<file path="src/rtl/mips_pkg.sv">
// Shared types and constants for the decode-side operand stage.
package mips_pkg;

    localparam int WORD_W = 32;
    localparam int ADDR_W = 5;

    typedef logic [WORD_W-1:0] word_t;
    typedef logic [ADDR_W-1:0] reg_addr_t;

    typedef enum logic [1:0] {
        FWD_RF,
        FWD_WB,
        FWD_MEM,
        FWD_ALU
    } fwd_sel_e;

    localparam int REG_ZERO = 0;

endpackage

</file>
<file path="src/rtl/operand_stage_if.sv">
// Decoded-instruction channel from the ID stage into the operand stage.
interface operand_stage_if #(
    parameter int DATA_W = 32,
    parameter int REG_AW = 5
);
    logic              id_valid;
    logic              id_ready;
    logic [REG_AW-1:0] id_rs;
    logic [REG_AW-1:0] id_rt;
    logic [REG_AW-1:0] id_dest;
    logic              id_regwrite;
    logic              id_memread;
    logic [DATA_W-1:0] id_imm;

    modport master (
        output id_valid, id_rs, id_rt, id_dest, id_regwrite, id_memread, id_imm,
        input  id_ready
    );

    modport slave (
        input  id_valid, id_rs, id_rt, id_dest, id_regwrite, id_memread, id_imm,
        output id_ready
    );
endinterface

</file>
<file path="src/rtl/operand_bypass.sv">
// Priority operand select for one source register: r0, then ALU > MEM > WB > regfile.
module operand_bypass
    import mips_pkg::*;
#(
    parameter int DATA_W = 32,
    parameter int REG_AW = 5
) (
    input  logic [REG_AW-1:0] src_i,
    input  logic [DATA_W-1:0] rf_data_i,
    input  logic              alu_en_i,
    input  logic [REG_AW-1:0] alu_dest_i,
    input  logic [DATA_W-1:0] alu_data_i,
    input  logic              mem_en_i,
    input  logic [REG_AW-1:0] mem_dest_i,
    input  logic [DATA_W-1:0] mem_data_i,
    input  logic              wb_en_i,
    input  logic [REG_AW-1:0] wb_dest_i,
    input  logic [DATA_W-1:0] wb_data_i,
    output logic [DATA_W-1:0] data_o,
    output fwd_sel_e          sel_o
);

    always_comb begin
        data_o = rf_data_i;
        sel_o  = FWD_RF;
        if (src_i == REG_AW'(REG_ZERO)) begin
            data_o = '0;
        end else if (alu_en_i && (alu_dest_i == src_i)) begin
            data_o = alu_data_i;
            sel_o  = FWD_ALU;
        end else if (mem_en_i && (mem_dest_i == src_i)) begin
            data_o = mem_data_i;
            sel_o  = FWD_MEM;
        end else if (wb_en_i && (wb_dest_i == src_i)) begin
            // regfile writes on the same edge, so its read data is still stale
            data_o = wb_data_i;
            sel_o  = FWD_WB;
        end
    end

endmodule

</file>
<file path="src/rtl/operand_stage.sv">
// Operand fetch with bypassing, load-use stall and ID/EX register.
// Optional counters enabled by OPERAND_STAGE_PERF_EN.
module operand_stage
    import mips_pkg::*;
#(
    parameter int DATA_W = 32,
    parameter int REG_AW = 5
) (
    input  logic              clk,
    input  logic              reset,
    operand_stage_if.slave    id_bus,
    output logic [REG_AW-1:0] rf_ra1,
    output logic [REG_AW-1:0] rf_ra2,
    input  logic [DATA_W-1:0] rf_rd1,
    input  logic [DATA_W-1:0] rf_rd2,
    input  logic [DATA_W-1:0] alu_result,
    input  logic              mem_regwrite,
    input  logic [REG_AW-1:0] mem_dest,
    input  logic [DATA_W-1:0] mem_result,
    input  logic              wb_we,
    input  logic [REG_AW-1:0] wb_dest,
    input  logic [DATA_W-1:0] wb_data,
    input  logic              flush,
    output logic              ex_valid,
    input  logic              ex_ready,
    output logic [DATA_W-1:0] ex_a,
    output logic [DATA_W-1:0] ex_b,
    output logic [DATA_W-1:0] ex_imm,
    output logic [REG_AW-1:0] ex_dest,
    output logic              ex_regwrite,
    output logic              ex_memread,
    output logic [31:0]       perf_stall_cnt,
    output logic [31:0]       perf_fwd_cnt
);

    logic              ex_valid_q, ex_valid_d;
    logic [DATA_W-1:0] ex_a_q, ex_a_d;
    logic [DATA_W-1:0] ex_b_q, ex_b_d;
    logic [DATA_W-1:0] ex_imm_q, ex_imm_d;
    logic [REG_AW-1:0] ex_dest_q, ex_dest_d;
    logic              ex_rw_q, ex_rw_d;
    logic              ex_mr_q, ex_mr_d;

    logic [DATA_W-1:0] opnd_a, opnd_b;
    fwd_sel_e          sel_a, sel_b;
    logic              alu_fwd_en;
    logic              load_use;
    logic              accept;

    assign rf_ra1 = id_bus.id_rs;
    assign rf_ra2 = id_bus.id_rt;

    // a load's ALU result is only an address, never the loaded data
    assign alu_fwd_en = ex_valid_q && ex_rw_q && !ex_mr_q;

    operand_bypass #(.DATA_W(DATA_W), .REG_AW(REG_AW)) u_byp_a (
        .src_i      (id_bus.id_rs),
        .rf_data_i  (rf_rd1),
        .alu_en_i   (alu_fwd_en),
        .alu_dest_i (ex_dest_q),
        .alu_data_i (alu_result),
        .mem_en_i   (mem_regwrite),
        .mem_dest_i (mem_dest),
        .mem_data_i (mem_result),
        .wb_en_i    (wb_we),
        .wb_dest_i  (wb_dest),
        .wb_data_i  (wb_data),
        .data_o     (opnd_a),
        .sel_o      (sel_a)
    );

    operand_bypass #(.DATA_W(DATA_W), .REG_AW(REG_AW)) u_byp_b (
        .src_i      (id_bus.id_rt),
        .rf_data_i  (rf_rd2),
        .alu_en_i   (alu_fwd_en),
        .alu_dest_i (ex_dest_q),
        .alu_data_i (alu_result),
        .mem_en_i   (mem_regwrite),
        .mem_dest_i (mem_dest),
        .mem_data_i (mem_result),
        .wb_en_i    (wb_we),
        .wb_dest_i  (wb_dest),
        .wb_data_i  (wb_data),
        .data_o     (opnd_b),
        .sel_o      (sel_b)
    );

    assign load_use = ex_valid_q && ex_mr_q && ex_rw_q
                   && (ex_dest_q != REG_AW'(REG_ZERO)) && id_bus.id_valid
                   && ((ex_dest_q == id_bus.id_rs) || (ex_dest_q == id_bus.id_rt));

    assign id_bus.id_ready = !load_use && (!ex_valid_q || ex_ready) && !flush;
    assign accept          = id_bus.id_valid && id_bus.id_ready;

    always_comb begin
        ex_valid_d = ex_valid_q;
        ex_a_d     = ex_a_q;
        ex_b_d     = ex_b_q;
        ex_imm_d   = ex_imm_q;
        ex_dest_d  = ex_dest_q;
        ex_rw_d    = ex_rw_q;
        ex_mr_d    = ex_mr_q;
        if (flush) begin
            ex_valid_d = 1'b0;
        end else if (accept) begin
            ex_valid_d = 1'b1;
            ex_a_d     = opnd_a;
            ex_b_d     = opnd_b;
            ex_imm_d   = id_bus.id_imm;
            ex_dest_d  = id_bus.id_dest;
            ex_rw_d    = id_bus.id_regwrite;
            ex_mr_d    = id_bus.id_memread;
        end else if (ex_ready) begin
            ex_valid_d = 1'b0;
        end
    end

    always_ff @(posedge clk) begin
        if (!reset) begin
            ex_valid_q <= 1'b0;
            ex_a_q     <= '0;
            ex_b_q     <= '0;
            ex_imm_q   <= '0;
            ex_dest_q  <= '0;
            ex_rw_q    <= 1'b0;
            ex_mr_q    <= 1'b0;
        end else begin
            ex_valid_q <= ex_valid_d;
            ex_a_q     <= ex_a_d;
            ex_b_q     <= ex_b_d;
            ex_imm_q   <= ex_imm_d;
            ex_dest_q  <= ex_dest_d;
            ex_rw_q    <= ex_rw_d;
            ex_mr_q    <= ex_mr_d;
        end
    end

    assign ex_valid    = ex_valid_q;
    assign ex_a        = ex_a_q;
    assign ex_b        = ex_b_q;
    assign ex_imm      = ex_imm_q;
    assign ex_dest     = ex_dest_q;
    assign ex_regwrite = ex_rw_q;
    assign ex_memread  = ex_mr_q;

`ifdef OPERAND_STAGE_PERF_EN
    logic [31:0] stall_cnt_q;
    logic [31:0] fwd_cnt_q;
    logic [1:0]  fwd_n;

    assign fwd_n = {1'b0, sel_a != FWD_RF} + {1'b0, sel_b != FWD_RF};

    // a flushed load-use cycle produces no bubble, so it is not counted
    always_ff @(posedge clk) begin
        if (!reset) begin
            stall_cnt_q <= '0;
            fwd_cnt_q   <= '0;
        end else begin
            if (load_use && !flush) begin
                stall_cnt_q <= stall_cnt_q + 32'd1;
            end
            if (accept) begin
                fwd_cnt_q <= fwd_cnt_q + {30'd0, fwd_n};
            end
        end
    end

    assign perf_stall_cnt = stall_cnt_q;
    assign perf_fwd_cnt   = fwd_cnt_q;
`else
    logic unused_fwd_sel;
    assign unused_fwd_sel = ^{sel_a, sel_b};
    assign perf_stall_cnt = '0;
    assign perf_fwd_cnt   = '0;
`endif

endmodule
</file>
<file path="src/flat_wrapper.sv">
// flat-port wrapper written by rule: the top's interface ports become plain ports
module operand_stage_flat import mips_pkg::*;
#(
    parameter int DATA_W = 32,
    parameter int REG_AW = 5
)
  (clk, reset, rf_ra1, rf_ra2, rf_rd1, rf_rd2, alu_result, mem_regwrite, mem_dest, mem_result, wb_we, wb_dest, wb_data, flush, ex_valid, ex_ready, ex_a, ex_b, ex_imm, ex_dest, ex_regwrite, ex_memread, perf_stall_cnt, perf_fwd_cnt, id_bus_id_valid, id_bus_id_rs, id_bus_id_rt, id_bus_id_dest, id_bus_id_regwrite, id_bus_id_memread, id_bus_id_imm, id_bus_id_ready);
  operand_stage_if #(.DATA_W(DATA_W), .REG_AW(REG_AW)) id_bus_i ();
  input  logic clk;
  input  logic reset;
  output logic [REG_AW-1:0] rf_ra1;
  output logic [REG_AW-1:0] rf_ra2;
  input  logic [DATA_W-1:0] rf_rd1;
  input  logic [DATA_W-1:0] rf_rd2;
  input  logic [DATA_W-1:0] alu_result;
  input  logic mem_regwrite;
  input  logic [REG_AW-1:0] mem_dest;
  input  logic [DATA_W-1:0] mem_result;
  input  logic wb_we;
  input  logic [REG_AW-1:0] wb_dest;
  input  logic [DATA_W-1:0] wb_data;
  input  logic flush;
  output logic ex_valid;
  input  logic ex_ready;
  output logic [DATA_W-1:0] ex_a;
  output logic [DATA_W-1:0] ex_b;
  output logic [DATA_W-1:0] ex_imm;
  output logic [REG_AW-1:0] ex_dest;
  output logic ex_regwrite;
  output logic ex_memread;
  output logic [31:0] perf_stall_cnt;
  output logic [31:0] perf_fwd_cnt;
  input wire logic [$bits(id_bus_i.id_valid)-1:0] id_bus_id_valid;
  input wire logic [$bits(id_bus_i.id_rs)-1:0] id_bus_id_rs;
  input wire logic [$bits(id_bus_i.id_rt)-1:0] id_bus_id_rt;
  input wire logic [$bits(id_bus_i.id_dest)-1:0] id_bus_id_dest;
  input wire logic [$bits(id_bus_i.id_regwrite)-1:0] id_bus_id_regwrite;
  input wire logic [$bits(id_bus_i.id_memread)-1:0] id_bus_id_memread;
  input wire logic [$bits(id_bus_i.id_imm)-1:0] id_bus_id_imm;
  output wire logic [$bits(id_bus_i.id_ready)-1:0] id_bus_id_ready;
  assign id_bus_i.id_valid = id_bus_id_valid;
  assign id_bus_i.id_rs = id_bus_id_rs;
  assign id_bus_i.id_rt = id_bus_id_rt;
  assign id_bus_i.id_dest = id_bus_id_dest;
  assign id_bus_i.id_regwrite = id_bus_id_regwrite;
  assign id_bus_i.id_memread = id_bus_id_memread;
  assign id_bus_i.id_imm = id_bus_id_imm;
  assign id_bus_id_ready = id_bus_i.id_ready;
  operand_stage #(.DATA_W(DATA_W), .REG_AW(REG_AW)) u_core (.clk(clk), .reset(reset), .id_bus(id_bus_i), .rf_ra1(rf_ra1), .rf_ra2(rf_ra2), .rf_rd1(rf_rd1), .rf_rd2(rf_rd2), .alu_result(alu_result), .mem_regwrite(mem_regwrite), .mem_dest(mem_dest), .mem_result(mem_result), .wb_we(wb_we), .wb_dest(wb_dest), .wb_data(wb_data), .flush(flush), .ex_valid(ex_valid), .ex_ready(ex_ready), .ex_a(ex_a), .ex_b(ex_b), .ex_imm(ex_imm), .ex_dest(ex_dest), .ex_regwrite(ex_regwrite), .ex_memread(ex_memread), .perf_stall_cnt(perf_stall_cnt), .perf_fwd_cnt(perf_fwd_cnt));
endmodule
</file>
<file path="config.mk">
export PLATFORM = sky130hd
export DESIGN_NAME = operand_stage_flat
export DESIGN_NICKNAME = d
export VERILOG_FILES = /design/src/rtl/mips_pkg.sv /design/src/rtl/operand_stage_if.sv /design/src/rtl/operand_bypass.sv /design/src/rtl/operand_stage.sv /design/src/flat_wrapper.sv
export SDC_FILE = /design/constraint.sdc
export NUM_CORES = 1
export LEC_CHECK = 0
export BUFFER_PORTS_ARGS = -buffer_cell sky130_fd_sc_hd__buf_2
export CAP_MARGIN = 20
export CELL_PAD_IN_SITES_DETAIL_PLACEMENT = 1
export CELL_PAD_IN_SITES_GLOBAL_PLACEMENT = 1
export CORE_AREA = 3 3 158 160
export DETAILED_ROUTE_END_ITERATION = 7
export DIE_AREA = 0 0 161 163
export MAX_ROUTING_LAYER = met4
export PLACE_DENSITY_LB_ADDON = 0.1
export SYNTH_ARGS = -nofsm -noshare
export SYNTH_HDL_FRONTEND = slang
export SYNTH_HIERARCHICAL = 1
export SYNTH_SLANG_ARGS = --single-unit
</file>
<file path="constraint.sdc">
create_clock -name clk -period 3.36 [get_ports clk]
set_input_delay 0 -clock clk [delete_from_list [all_inputs] [get_ports clk]]
set_output_delay 0 -clock clk [all_outputs]
set_load 0.01 [all_outputs]
</file>
==> summary.txt <==
Setup path
  – Highest-delay cell along the critical path: and3_2
  – Data arrival, critical path: 2.88 ns
  – Endpoint type of the worst setup path: flip-flop
  – Critical path peak fanout: 25
  – CP required: 3.64 ns
  – Slowest stage delay, CP: 0.72 ns
  – Crit path kind: reg -> reg
  – Crit-path cells: xor2_1, nor4_2, and3_2, buf_4, nand3_1, o211ai_1, nand2_1, mux2i_1
  – Worst R2R Path Depth: 8
  – Critical path depth: 8
  – Buf+Inv Stages, Crit Path: 1
  – Crit path max-delay family: simple AND/OR/NAND/NOR gates
  – Setup slack, reg-to-reg: 0.76 ns
  – Startpoint Class: flip-flop

Timing
  – Min Tclk post-route: 2.599 ns
  – Slew Limit Fails: 0
  – Setup TNS: 0 ns
  – Hold slack final: 0.04056 ns
  – Fin crit share: 77.35%
  – Layout Skew: 0.01154 ns
  – Final setup vio count: 0
  – Hold Vio Cnt, Final: 0
  – Slew headroom: 37.84%
  – RSZ-0062 raised after global routing: no
  – Achievable clock frequency: 384.8 MHz
  – Worst slew pin tran: 0.9313 ns
  – Setup WS post-layout: 0.7610 ns

Place
  – Gpl congestion: 0.8302
  – Pre-CTS setup slack: 0.8614 ns
  – Cell area after placement: 8921 sq um
  – DP Wirelength: 21.08 mm
  – Placed insts: 1489
  – Port Buffers: 340

Run
  – Max Cap Violations: 0

Floorplan
  – DIE AREA: 26240 sq um
  – Die H: 163 um
  – Top-Level Pins: 405
  – Core ar.: 23540 sq um
  – Starting Density: 31.89%
  – Row cnt: 56
  – Die Wd: 161 um

Detailed routing
  – DRT Wirelength: 30.07 mm
  – Antenna viol nets, final: 0
  – Via count: 7590
  – Initial drt markers: 353
  – Per-cell routed wire length: 19.42 um
  – DRC: 0
  – Via density: 4.903
  – DRT Pass-1 Iters: 4

Finish
  – # fillers: 3017
  – Post-Layout Cell Count: 1548
  – Storage element area: 2082 sq um
  – Multi-input gate area: 4557 sq um
  – Post-Layout Inst Area: 9635 sq um
  – Final nets: 1448
  – Share of cells above drive strength 1: 31.78%
  – Area grow syn2layout: 28.33%
  – Utilization after layout: 40.93%

Clock network
  – Root Buffer: clkbuf_16
  – Clock Sinks: 104
  – Worst-skew pair later-pin latency: 0.36 ns
  – Post-CTS Resized: 0
  – Clk slew on worst S/H paths: 0.09 ns
  – H-Tree Depth: 3
  – Post-CTS setup buffers: 0
  – CTS tree: done
  – Maximum buffer depth of the clock tree: 2
  – CTS buffer count: 9
  – Cts hold-fix bufs: 41

Global route
  – Residual overflow from global routing: 0
  – Largest net degree at the start of global routing: 81
  – Total track usage: 22.29%
  – First-pass GRT wire length: 44.92 mm
  – Vias in the first global route: 7650
  – Initial antenna violation count: 2

Logic synthesis
  – Syn Inst Count: 910
  – Syn avg cell area: 8.251 sq um
  – Cell area after synthesis: 7508 sq um
  – Synth warnings: 6

Power and ir drop
  – Pwr Total: 3.196 mW
  – Max VDD drop: 318.4 uV
  – Pwr/cell area: 331.7 nW/um^2
  – Static Leak: 4.712 nW

Run status
  – Status: finished clean

Min path
  – Worst min path class: in -> reg
  – Hold Path Cell Cnt: 5
## cells in the final DEF (no fill, tap or decap), drive strengths merged
cell type and n:
mux2i 167, nand3 70, dfxtp 104, nand2 212
inv 5, clkbuf 9, diode 2, nor3 4
clkinv 4, nor2 5, or4 1, o2111ai 1
xnor2 6, buf 354, and2 4, conb 64
a22oi 1, o21ai 1, o211ai 64, xor2 34
and3 2, a21oi 1, nor4 6, o311a 1
o2111a 1, dlygate4sd3 41, nand4 64, nand2b 1
## worst paths after layout
path | startpoint | endpoint
hold reg to reg | u_core/ex_b[30] | u_core/ex_b[30]
setup / recovery | u_core/ex_dest[2] | u_core/ex_a[10]
hold / removal | alu_result[17] | u_core/ex_b[17]
setup reg to reg | u_core/ex_dest[2] | u_core/ex_a[10]
## metal layers
layer / up-vias / global-route usage (%) / wire length, um
met2: 287 / 37.24 / 14500
met5: - / - / 0
met1: 3585 / 27.90 / 13220
met4: 0 / 4.967 / 402
met3: 22 / 4.629 / 1938
li1: 3696 / - / -
## worst min-delay path, stage by stage
cell and delay (ns):
buf_2 0.11, nand3_1 0.06, o211ai_1 0.07, nand2_1 0.06, mux2i_1 0.05
## final cells by class
class / instances / share of cell area, %
Antenna cell: 2 / 0.05194
Clock buffer: 9 / 2.337
Clock inverter: 7 / 0.7661
Inverter: 2 / 0.07791
Multi-Input combinational cell: 710 / 47.29
Sequential cell: 104 / 21.61
Tap cell: 319 / 4.142
Timing Repair Buffer: 395 / 23.72
## report_power, final
group	leakage, nW	switching [mW]	internal (mW)
clock	0.147	0.570	0.529
sequential	0.850	0.0408	1.30
combinational	3.71	0.420	0.337
total	4.71	1.03	2.16
## state kept, by name, indices dropped and copies added, names as in the netlist
| register | count |
|---|---|
| u_core/ex_valid | 1 |
| u_core/ex_dest | 5 |
| u_core/ex_b | 32 |
| u_core/ex_memread | 1 |
| u_core/ex_regwrite | 1 |
| u_core/ex_imm | 32 |
| u_core/ex_a | 32 |
No activity file was read; power rests on OpenSTA's default activity.
